<file path="config.mk">
export PLATFORM = sky130hd
export DESIGN_NAME = edge_detector
export DESIGN_NICKNAME = d
export VERILOG_FILES = /design/src/rtl/edge_detector_pkg.sv /design/src/rtl/edge_detector_sync.sv /design/src/rtl/edge_detector.sv
export SDC_FILE = /design/constraint.sdc
export NUM_CORES = 1
export LEC_CHECK = 0
export CAP_MARGIN = 20
export CORE_AREA = 4 4 41 43
export CTS_CLUSTER_SIZE = 10
export DETAILED_ROUTE_END_ITERATION = 6
export DIE_AREA = 0 0 45 47
export PLACE_DENSITY = 0.37
export SLEW_MARGIN = 30
export SYNTH_ARGS = -nofsm -noshare
export SYNTH_HDL_FRONTEND = slang
export SYNTH_HIERARCHICAL = 1
export SYNTH_SLANG_ARGS = --single-unit
</file>
<file path="constraint.sdc">
create_clock -name clock -period 1.35 [get_ports clock]
set_clock_uncertainty 0.2 [all_clocks]
set_input_delay 0.27 -clock clock [delete_from_list [all_inputs] [get_ports clock]]
set_output_delay 0.27 -clock clock [all_outputs]
set_load 0.02 [all_outputs]
</file>
<file path="src/rtl/edge_detector_pkg.sv">
// Shared constants for the CAN RX edge detector.
package edge_detector_pkg;

  localparam logic RECESSIVE_LEVEL     = 1'b1;
  localparam int   SYNC_STAGES_DEFAULT = 2;
  localparam int   FILTER_LEN_DEFAULT  = 3;
  localparam int   SYNC_STAGES_MIN     = 2;
  localparam int   SYNC_STAGES_MAX     = 4;
  localparam int   FILTER_LEN_MIN      = 2;
  localparam int   FILTER_LEN_MAX      = 15;
  // Mismatch counter only needs to reach FILTER_LEN-1.
  localparam int   CNT_W               = $clog2(FILTER_LEN_MAX + 1);

endpackage

</file>
<file path="src/rtl/edge_detector_sync.sv">
// Multi-flop synchroniser for an asynchronous level; all flops reset to RST_VAL.
module edge_detector_sync #(
  parameter int   SYNC_STAGES = 2,
  parameter logic RST_VAL     = 1'b1
) (
  input  logic clock,
  input  logic reset_n,
  input  logic signal_i,
  output logic sync_o
);

  logic [SYNC_STAGES-1:0] chain_q;

  // Shift the raw input through the chain; bit 0 is the metastability catcher.
  always_ff @(posedge clock) begin
    if (!reset_n) chain_q <= {SYNC_STAGES{RST_VAL}};
    else          chain_q <= {chain_q[SYNC_STAGES-2:0], signal_i};
  end

  assign sync_o = chain_q[SYNC_STAGES-1];

endmodule

</file>
<file path="src/rtl/edge_detector.sv">
// CAN RX edge detector: synchroniser, optional glitch filter, registered
// rising/falling/any edge pulses. Optional filter enabled by defining
// EDGE_DETECTOR_GLITCH_FILTER_EN.
module edge_detector
  import edge_detector_pkg::*;
#(
  parameter int SYNC_STAGES = SYNC_STAGES_DEFAULT,
  parameter int FILTER_LEN  = FILTER_LEN_DEFAULT
) (
  input  logic clock,
  input  logic reset_n,
  input  logic signal_in,
  output logic edge_detected,
  output logic rising_edge,
  output logic falling_edge
);

  if (SYNC_STAGES < SYNC_STAGES_MIN || SYNC_STAGES > SYNC_STAGES_MAX) begin : g_bad_sync
    $error("edge_detector: SYNC_STAGES out of range");
  end
  if (FILTER_LEN < FILTER_LEN_MIN || FILTER_LEN > FILTER_LEN_MAX) begin : g_bad_filt
    $error("edge_detector: FILTER_LEN out of range");
  end

  logic sync_lvl;
  logic lvl;
  logic prev_q;
  logic rise_q, rise_d;
  logic fall_q, fall_d;
  logic any_q,  any_d;

  edge_detector_sync #(
    .SYNC_STAGES (SYNC_STAGES),
    .RST_VAL     (RECESSIVE_LEVEL)
  ) u_sync (
    .clock    (clock),
    .reset_n  (reset_n),
    .signal_i (signal_in),
    .sync_o   (sync_lvl)
  );

`ifdef EDGE_DETECTOR_GLITCH_FILTER_EN
  logic             lvl_q, lvl_d;
  logic [CNT_W-1:0] cnt_q, cnt_d;

  // Accept a new level only after FILTER_LEN consecutive mismatching cycles.
  always_comb begin
    lvl_d = lvl_q;
    cnt_d = '0;
    if (sync_lvl != lvl_q) begin
      if (cnt_q == CNT_W'(FILTER_LEN - 1)) lvl_d = sync_lvl;
      else                                 cnt_d = cnt_q + 1'b1;
    end
  end

  // Filter state register.
  always_ff @(posedge clock) begin
    if (!reset_n) begin
      lvl_q <= RECESSIVE_LEVEL;
      cnt_q <= '0;
    end else begin
      lvl_q <= lvl_d;
      cnt_q <= cnt_d;
    end
  end

  assign lvl = lvl_q;
`else
  assign lvl = sync_lvl;
`endif

  // Edge decode against the previous level; rise and fall are exclusive.
  always_comb begin
    rise_d = lvl & ~prev_q;
    fall_d = ~lvl & prev_q;
    any_d  = lvl ^ prev_q;
  end

  // Previous level and registered one-cycle pulses; reset drops any pending edge.
  always_ff @(posedge clock) begin
    if (!reset_n) begin
      prev_q <= RECESSIVE_LEVEL;
      rise_q <= 1'b0;
      fall_q <= 1'b0;
      any_q  <= 1'b0;
    end else begin
      prev_q <= lvl;
      rise_q <= rise_d;
      fall_q <= fall_d;
      any_q  <= any_d;
    end
  end

  assign rising_edge   = rise_q;
  assign falling_edge  = fall_q;
  assign edge_detected = any_q;

endmodule

</file>
==> results_dict.tcl <==
set metrics [dict create \
    cts_tree "yes" \
    ctsHoldBuffers 0 \
    dp_cells 36 \
    finalHoldViolCount 0 \
    start_util 0.148 \
    n_fill_cell 156 \
    r2r_start "u_sync/chain_q[1]$_SDFF_PN1_" \
    dp_hpwl_um 190 \
    antenna_found_initial 0 \
    fp.dieW_um 45 \
    synth-seq-cells 6 \
    ios 6 \
    post-route-util 0.214 \
    grt_max_degree 7 \
    fin_crit_sh 0.958 \
    path_buf_inv 1 \
    drc 0 \
    crit_path_max_fanout 1 \
    path_cells "clkdlybuf4s15_1" \
    cts_sinks 6 \
    power_frac_seq 0.512 \
    ys_seq_area_frac 0.623 \
    dieArea_um2 2120 \
    gp_congestion 0.597 \
    dpl_worst_slack_ps -0.909 \
    end_kind "output pin" \
    slew_viol_final 0 \
    switching_share 0.183 \
    drt_iter0_drc 0 \
    via_per_inst 3.05 \
    ir_worst_vdd_mv 0.346 \
    p_per_area_nw_per_um2 1300 \
    firstDrtPassIters 1 \
    clkPwrFrac 0.428 \
    cts_max_level 1 \
    setup_slack_ps 56.2 \
    cts_buffer_depth 2 \
    crit_arrival_ps 820 \
    worstHoldPathType "reg2reg" \
    rsz0062_at_grt "false" \
    ys_warn_count 6 \
    finalWirelength_um 241 \
    start_kind "flip-flop" \
    max_cap_viol_count 0 \
    cpPeakStageDelay_ps 300 \
    outcome "complete, no violations" \
    worstHoldEndpoint "u_sync/chain_q[1]$_SDFF_PN1_" \
    worst_pin_slew_ps 207 \
    power.switching_mw 0.0664 \
    rows 13 \
    pwr-share-comb 0.059 \
    max_freq_mhz 773 \
    rrSetupSlack_ps 310 \
    diodes 0 \
    p_leak_nw 0.131 \
    syn_area_um2 193 \
    clock-root-buffer "clkbuf_4" \
    synth_nets 21 \
    setup_viol 0 \
    cp_slowest_cell "dfxtp_1" \
    worstReg2RegEnd "edge_detected$_SDFF_PN0_" \
    crit_type "reg2out" \
    numCtsBuffers 3 \
    final_cells 39 \
    insertion_delay_ps 240 \
    numPortBuffers 5 \
    r2r_cells 3 \
    period_minus_slack_ps 1290 \
    postRouteAntennaNets 0 \
    grt_overflow 0 \
    slew_headroom 0.862 \
    grt_pass1_wl_um 503 \
    p_int_mw 0.297 \
    final_nets 31 \
    drive_gt1_frac 0.208 \
    post_cts_buffers 0 \
    die-height_um 47 \
    cp.required_ps 880 \
    place_area_um2 262 \
    hp-start "u_sync/chain_q[0]$_SDFF_PN1_" \
    crit_family "flip-flops" \
    grt_pass1_vias 135 \
    synth_cell_types 6 \
    final_cell_area_um2 279 \
    core_area_um2 1300 \
    synth_cells 16 \
    grtUsageTotal 0.0395 \
    wl_per_cell_um 6.18 \
    synth_area_per_cell_um2 12.0 \
    min_path_cells 1 \
    areaGrowthSynthToFinish_pct 44.8 \
    clkTransAtPathRegs_ps 40 \
    vias 119 \
]
-- synthesized netlist by cell type, drive strengths merged --
library cell / number / area share
nor2b: 1 / 0.045
nand2b: 3 / 0.097
ha: 2 / 0.13
inv: 2 / 0.039
and2: 2 / 0.065
dfxtp: 6 / 0.62
-- placed cells by master, fill, tap and decap left out --
| cell type | n |
|---|---|
| dfxtp_1 | 6 |
| clkbuf_2 | 1 |
| inv_1 | 2 |
| ha_1 | 2 |
| nand2b_1 | 3 |
| clkbuf_4 | 3 |
| clkdlybuf4s50_1 | 2 |
| and2_1 | 2 |
| nor2b_2 | 1 |
| clkdlybuf4s15_1 | 2 |
-- worst reg2reg max path: cells and delay by family, from the launching register on --
family,cells,cell delay (ps)
DFF,1,340
adders and majority gates,1,290
and+or+nand+nor,1,100
buffers and inverters,1,50
-- cell families (layout without fill, tap and decap cells) --
logic type,Yosys count,after routing,synth area share
simple gates,6,6,0.208
flops,6,6,0.623
buf+inv,2,10,0.0390
fa+ha+maj,2,2,0.130
-- how the worst max path moves through the flow --
stage	start	endpoint	slack (ps)	cells past startpoint
global route	falling_edge$_SDFF_PN0_	falling_edge	3	1
finish	edge_detected$_SDFF_PN0_	edge_detected	60	1
CTS	rising_edge$_SDFF_PN0_	rising_edge	7	1
floorplan	u_sync/chain_q[1]$_SDFF_PN1_	edge_detected$_SDFF_PN0_	360	3
detailed placement	edge_detected$_SDFF_PN0_	edge_detected	-0.9	1
global placement	edge_detected$_SDFF_PN0_	edge_detected	-7	1
-- state kept, by name (all words and copies together), names as in the netlist --
signal          cells
rising_edge         1
falling_edge        1
u_sync/chain_q      2
prev_q              1
edge_detected       1
-- cell type report --
type | count | area, µm² | share of cell area
sequential | 6 | 120 | 0.430
tap | 15 | 18.8 | 0.0673
timing repair buffer | 5 | 45.0 | 0.161
clock buffer | 3 | 22.5 | 0.0807
multi-input combinational | 8 | 65.1 | 0.233
inverter | 2 | 7.51 | 0.0269
-- power groups by stage --
stage                     clock, mW  combinational [mW]  sequential, mW
after CTS                     0.169              0.0221           0.186
after global routing          0.180              0.0246           0.186
after floorplan                   0             0.00696           0.192
after detailed placement          0              0.0237           0.189
after global placement            0              0.0233           0.189
final                         0.155              0.0215           0.186
-- metal layers --
layer	up-vias	track usage	routed length (µm)
met1	49	0.0296	100
li1	65	-	-
met3	0	0.0460	40
met5	-	0	0
met4	0	0.0351	0
met2	5	0.0537	101
-- per-stage QoR --
step                TNS [ps]  hold WS (ps)  total power, mW
floorplan                  0           143            0.199
finish                     0           202            0.363
global placement       -6.52           195            0.212
global route               0           244            0.391
CTS                        0           207            0.377
detailed placement     -1.08           197            0.213
-- timing repair --
action	in CTS	in global routing
setup endpoints to repair	3	3
resized for setup	3	4
cloned	0	0
Power figures use the tool's default switching activity.
